===== src/rtl/intr_ack_sched.sv =====
// intr_ack_sched
//   Round-robin interrupt vector scheduler. Rising edges on intr latch a
//   pending bit. Enabled pending sources are granted one at a time as a
//   vector request that stays up until the consumer acknowledges it or a
//   timeout expires. Every delivery attempt is followed by an idle gap.
//
// Ports
//   clk           in   clock, rising edge active
//   rst_n         in   asynchronous active-low reset
//   intr          in   [PORTS] level interrupt sources
//   intr_en       in   [PORTS] per-source grant enable
//   intr_vec_ack  in   consumer acknowledge of the current request
//   intr_vec_req  out  vector request
//   intr_num      out  [32] granted source index, zero-extended
//   pending       out  [PORTS] pending register
//   busy          out  high whenever the FSM is not idle
//   timeout_err   out  one-cycle pulse per timeout
module intr_ack_sched #(
    parameter int PORTS   = 4,
    parameter int TIMEOUT = 16,
    parameter int HOLDOFF = 2
) (
    input  logic             clk,
    input  logic             rst_n,
    input  logic [PORTS-1:0] intr,
    input  logic [PORTS-1:0] intr_en,
    input  logic             intr_vec_ack,
    output logic             intr_vec_req,
    output logic [31:0]      intr_num,
    output logic [PORTS-1:0] pending,
    output logic             busy,
    output logic             timeout_err
);

    localparam int               PTR_W    = $clog2(PORTS);
    localparam logic [7:0]       TO_LAST  = 8'(TIMEOUT - 1);
    localparam logic [7:0]       GAP_LOAD = 8'(HOLDOFF);
    localparam logic [PTR_W-1:0] LAST_IDX = PTR_W'(PORTS - 1);

    typedef enum logic [1:0] {
        IDLE = 2'd0,
        REQ  = 2'd1,
        GAP  = 2'd2
    } state_t;

    state_t           state_q, state_d;
    logic [PORTS-1:0] intr_q, intr_d;
    logic [PORTS-1:0] pending_q, pending_d;
    logic [PTR_W-1:0] ptr_q, ptr_d;
    logic [7:0]       tcnt_q, tcnt_d;
    logic [7:0]       gcnt_q, gcnt_d;
    logic             req_q, req_d;
    logic [31:0]      num_q, num_d;
    logic             terr_q, terr_d;

    logic [PORTS-1:0] rise;
    logic [PORTS-1:0] eligible;
    logic [PORTS-1:0] clr;
    logic [PTR_W-1:0] grant;
    logic [PTR_W-1:0] next_ptr;
    logic [PTR_W-1:0] pick;

    // Lowest requesting index at or above base; if none, lowest overall.
    function automatic logic [PTR_W-1:0] rr_pick(input logic [PORTS-1:0] req,
                                                 input logic [PTR_W-1:0] base);
        logic [PTR_W-1:0] lo_any;
        logic [PTR_W-1:0] lo_above;
        logic             hit_above;
        lo_any    = '0;
        lo_above  = '0;
        hit_above = 1'b0;
        for (int i = PORTS - 1; i >= 0; i--) begin
            if (req[i]) begin
                lo_any = PTR_W'(i);
                if (i >= int'(base)) begin
                    lo_above  = PTR_W'(i);
                    hit_above = 1'b1;
                end
            end
        end
        return hit_above ? lo_above : lo_any;
    endfunction

    assign rise     = intr & ~intr_q;
    assign eligible = pending_q & intr_en;
    assign grant    = num_q[PTR_W-1:0];
    assign next_ptr = (grant == LAST_IDX) ? '0 : grant + PTR_W'(1);
    assign pick     = rr_pick(eligible, ptr_q);

    always_comb begin
        state_d = state_q;
        intr_d  = intr;
        ptr_d   = ptr_q;
        tcnt_d  = tcnt_q;
        gcnt_d  = gcnt_q;
        req_d   = req_q;
        num_d   = num_q;
        terr_d  = 1'b0;
        clr     = '0;

        case (state_q)
            IDLE: begin
                if (|eligible) begin
                    num_d   = 32'(pick);
                    req_d   = 1'b1;
                    tcnt_d  = 8'd0;
                    state_d = REQ;
                end
            end
            REQ: begin
                // Ack has priority over a timeout landing on the same edge.
                if (intr_vec_ack) begin
                    req_d      = 1'b0;
                    clr[grant] = 1'b1;
                    ptr_d      = next_ptr;
                    gcnt_d     = GAP_LOAD;
                    state_d    = GAP;
                end else if (tcnt_q == TO_LAST) begin
                    req_d   = 1'b0;
                    terr_d  = 1'b1;
                    ptr_d   = next_ptr;
                    gcnt_d  = GAP_LOAD;
                    state_d = GAP;
                end else begin
                    tcnt_d = tcnt_q + 8'd1;
                end
            end
            GAP: begin
                // The arbitration cycle spent in IDLE is the last low cycle
                // of the gap, so leave GAP once the decremented count is 1.
                gcnt_d = gcnt_q - 8'd1;
                if (gcnt_q <= 8'd2) begin
                    state_d = IDLE;
                end
            end
            default: state_d = IDLE;
        endcase

        // A rise on the bit being cleared wins, so the source stays pending.
        pending_d = (pending_q & ~clr) | rise;
    end

    always_ff @(posedge clk or negedge rst_n) begin
        if (!rst_n) begin
            state_q   <= IDLE;
            intr_q    <= '0;
            pending_q <= '0;
            ptr_q     <= '0;
            tcnt_q    <= 8'd0;
            gcnt_q    <= 8'd0;
            req_q     <= 1'b0;
            num_q     <= 32'd0;
            terr_q    <= 1'b0;
        end else begin
            state_q   <= state_d;
            intr_q    <= intr_d;
            pending_q <= pending_d;
            ptr_q     <= ptr_d;
            tcnt_q    <= tcnt_d;
            gcnt_q    <= gcnt_d;
            req_q     <= req_d;
            num_q     <= num_d;
            terr_q    <= terr_d;
        end
    end

    assign intr_vec_req = req_q;
    assign intr_num     = num_q;
    assign pending      = pending_q;
    assign busy         = (state_q != IDLE);
    assign timeout_err  = terr_q;

endmodule

===== config.mk =====
export PLATFORM = sky130hd
export DESIGN_NAME = intr_ack_sched
export DESIGN_NICKNAME = d
export VERILOG_FILES = /design/src/rtl/intr_ack_sched.sv
export SDC_FILE = /design/constraint.sdc
export NUM_CORES = 1
export LEC_CHECK = 0
export ABC_AREA = 1
export BUFFER_PORTS_ARGS = -buffer_cell sky130_fd_sc_hd__buf_2
export CAP_MARGIN = 0
export CORE_UTILIZATION = 50
export CTS_CLUSTER_SIZE = 12
export DETAILED_ROUTE_END_ITERATION = 8
export HOLD_SLACK_MARGIN = 0.03
export PLACE_DENSITY = 0.76
export SLEW_MARGIN = 15
export SYNTH_ARGS = -nofsm -noshare
export SYNTH_HDL_FRONTEND = slang
export SYNTH_SLANG_ARGS = --single-unit
export TNS_END_PERCENT = 1

===== constraint.sdc =====
create_clock -name clk -period 4.7 [get_ports clk]
set_clock_uncertainty 0.15 [all_clocks]
set_input_delay 0.94 -clock clk [delete_from_list [all_inputs] [get_ports clk]]
set_output_delay 0.94 -clock clk [all_outputs]
set_load 0.005 [all_outputs]

==> impl_metrics.tcl <==
set metrics [dict create \
    outcome "complete, no violations" \
    wl_per_cell_um 11.1 \
    min_period_over_period_pct 49.5 \
    max_freq_ghz 0.430 \
    synth_top_area_share_pct 39.0 \
    gp_congestion 0.836 \
    root_buffer "clkbuf_8" \
    synth-seq-cells 32 \
    hpwl_um 2780 \
    worstHoldStart "intr_q[0]$_DFF_PN0_" \
    switching_power_mw 0.115 \
    cts_hold_buffers 0 \
    clock_path_buffers 2 \
    synth_edf_count 0 \
    whs_endpoint "pending[0]$_DFF_PN0_" \
    drtPass1Iterations 4 \
    die_x_um 66.1 \
    cts-buffers-inserted 5 \
    wirelength_um 3730 \
    ios 50 \
    min_delay_path_depth 1 \
    hold_violations 0 \
    critPathMaxStageDelay_ns 0.43 \
    critPathKind "reg -> out" \
    rsz0062_at_grt "false" \
    cts_tree "done" \
    power.share.clock_pct 43.0 \
    worst-path-max-fanout 4 \
    vias 1632 \
    regArea_um2 801 \
    synth_flop_cell "dfrtp_1" \
    irDropWorstVdd_mv 0.189 \
    avgSynthCellArea_um2 7.72 \
    p_leak_nw 1.13 \
    synth_area_leaders "dfrtp_1 39%, nand2_1 13%, buf_4 11%, nand3_1 7.8%, inv_1 4.8%" \
    slew_headroom_pct 53.8 \
    dr_wl_met3_um 214 \
    antenna_left 0 \
    io_buffers 19 \
    r2r_end "ptr_q[0]$_DFFE_PN0P_" \
    antenna_found_initial 0 \
    min_path_type "reg -> reg" \
    nNetsFinal 307 \
    fill_cells 362 \
    maxSlewViolCount 0 \
    min_period_ns 2.33 \
    grt_pass1_wl_um 6340 \
    clock_sinks 32 \
    areaGrowthSynthToFinish_pct 5.79 \
    multi_input_area_um2 1010 \
    sw_frac_of_total_pct 21.8 \
    dieArea_um2 4370 \
    fin_util_pct 57.2 \
    tightest_slew_ns 0.693 \
    comb_power_share_pct 4.3 \
    start_util_pct 54.1 \
    grt_max_degree 33 \
    cp.required_ns 3.61 \
    endpoint_kind "primary output" \
    grt_pass1_vias 1474 \
    cap_violations 0 \
    async_flop_share_pct 100 \
    dr_wl_met2_um 1820 \
    r2r_cells 8 \
    htree_levels 2 \
    setup_viol 0 \
    grt_use_total_pct 19.7 \
    grt_overflow 0 \
    cp_slowest_cell "dfrtp_1" \
    cts_resized 0 \
    p_seq_share_pct 52.7 \
    start_kind "register" \
    synth_cell_types 30 \
    cp.arrival_ns 1.24 \
    postCtsSetupRepairBufs 0 \
    coreArea_um2 3800 \
    r2r_slack_ns 2.90 \
    final_cell_mix "73 x nand2_1, 32 x nand3_1, 32 x dfrtp_1" \
    viasPerCell 4.84 \
    final_common_cell "nand2_1" \
    cp-startpoint "state_q[1]$_DFFE_PN0P_" \
    drtIter0Drc 51 \
    core.rowCount 22 \
    r2r_start "tcnt_q[0]$_DFFE_PN0P_" \
    clk_pin_slew_ns 0.06 \
    yosysTopAreaCell "dfrtp_1" \
    synth_warnings 0 \
    layout-drive-gt1-share_pct 13.8 \
    n_antenna_cell 0 \
    power_per_cell_area_nw_per_um2 242 \
    drc 0 \
    path_cells "nor2_1 -> inv_1 -> buf_2" \
    synthesis.area_um2 2050 \
    die_h_um 66.1 \
    top_layer_used "met4" \
    p_int_mw 0.412 \
    worstSkewPairLatency_ns 0.29 \
    final.setup.tns_ns 0 \
    synthCells 266 \
    wirelength_met1_um 1640 \
    yosysSeqAreaShare_pct 39.0 \
]
==> cells in the mapped netlist, types with 2 or more instances <==
cell     instances
dfrtp_1         32
inv_2            3
buf_4           30
ha_1             7
nor2_1          22
xor2_1           2
nor2_4           2
inv_1           26
nand4_1         10
nand2_1         73
nand3_1         32
o21ai_0          9
==> power by group through the flow <==
| stage | clock network, mW | registers, mW | logic, mW |
|---|---|---|---|
| 6_report | 0.227 | 0.278 | 0.0225 |
| 5_1_grt | 0.245 | 0.277 | 0.0271 |
| 4_1_cts | 0.232 | 0.278 | 0.0227 |
| 3_5_place_dp | 0 | 0.283 | 0.0226 |
| 3_3_place_gp | 0 | 0.283 | 0.0224 |
| 2_1_floorplan | 0 | 0.283 | 0.0286 |
==> flip-flops by register name, indices dropped and copies added (netlist names) <==
signal / flops
gcnt_q: 8
tcnt_q: 8
intr_q: 4
pending: 4
intr_num: 2
ptr_q: 2
state_q: 2
intr_vec_req: 1
timeout_err: 1
==> worst max-delay path by stage <==
stage | to | slack, ns
5_1_grt | busy | 2.30
2_1_floorplan | tcnt_q[2]$_DFFE_PN0P_ | 2.84
3_5_place_dp | tcnt_q[4]$_DFFE_PN0P_ | 2.54
3_3_place_gp | tcnt_q[7]$_DFFE_PN0P_ | 2.58
4_1_cts | busy | 2.36
6_report | busy | 2.37
==> cell families after synthesis <==
group | count (synthesis) | synth area share [%]
adders and majority gates | 7 | 4.26
DFF | 32 | 39.0
other | 1 | 0.183
buffers and inverters | 61 | 17.1
and+or+nand+nor | 148 | 33.9
xor gates and xnor gates | 3 | 1.28
AOI/OAI and AO/OA | 14 | 4.39
==> critical path: cells and delay by family (launching register included) <==
family	cells	cell delay (ns)
flip-flops	1	0.43
AND/OR/NAND/NOR	1	0.28
buffers and inverters	2	0.24
==> final cells by class <==
| class | count | share of cell area, % |
|---|---|---|
| sequential | 32 | 36.8 |
| clock buffer | 7 | 4.43 |
| timing repair buffer | 19 | 4.38 |
| inverter | 29 | 5.01 |
| multi-input combinational | 202 | 46.6 |
| tap | 48 | 2.76 |
==> metrics by stage <==
step | total power [mW] | hold slack, ns | cell area, um2 | instances | worst slack (ns)
detailed placement | 0.305 | 0.266 | 2080 | 330 | 2.54
floorplan | 0.311 | 0.250 | 2160 | 295 | 2.84
global route | 0.550 | 0.294 | 2170 | 337 | 2.30
CTS | 0.532 | 0.275 | 2170 | 337 | 2.36
global placement | 0.305 | 0.257 | 2080 | 330 | 2.58
finish | 0.527 | 0.269 | 2170 | 337 | 2.37
==> routing by layer <==
| metal | track usage, % | vias up |
|---|---|---|
| met1 | 22.8 | 741 |
| met3 | 6.55 | 7 |
| met2 | 33.8 | 47 |
| met4 | 6.91 | 0 |
| li1 | - | 837 |
| met5 | 0 | - |
Power figures use the tool's default switching activity.
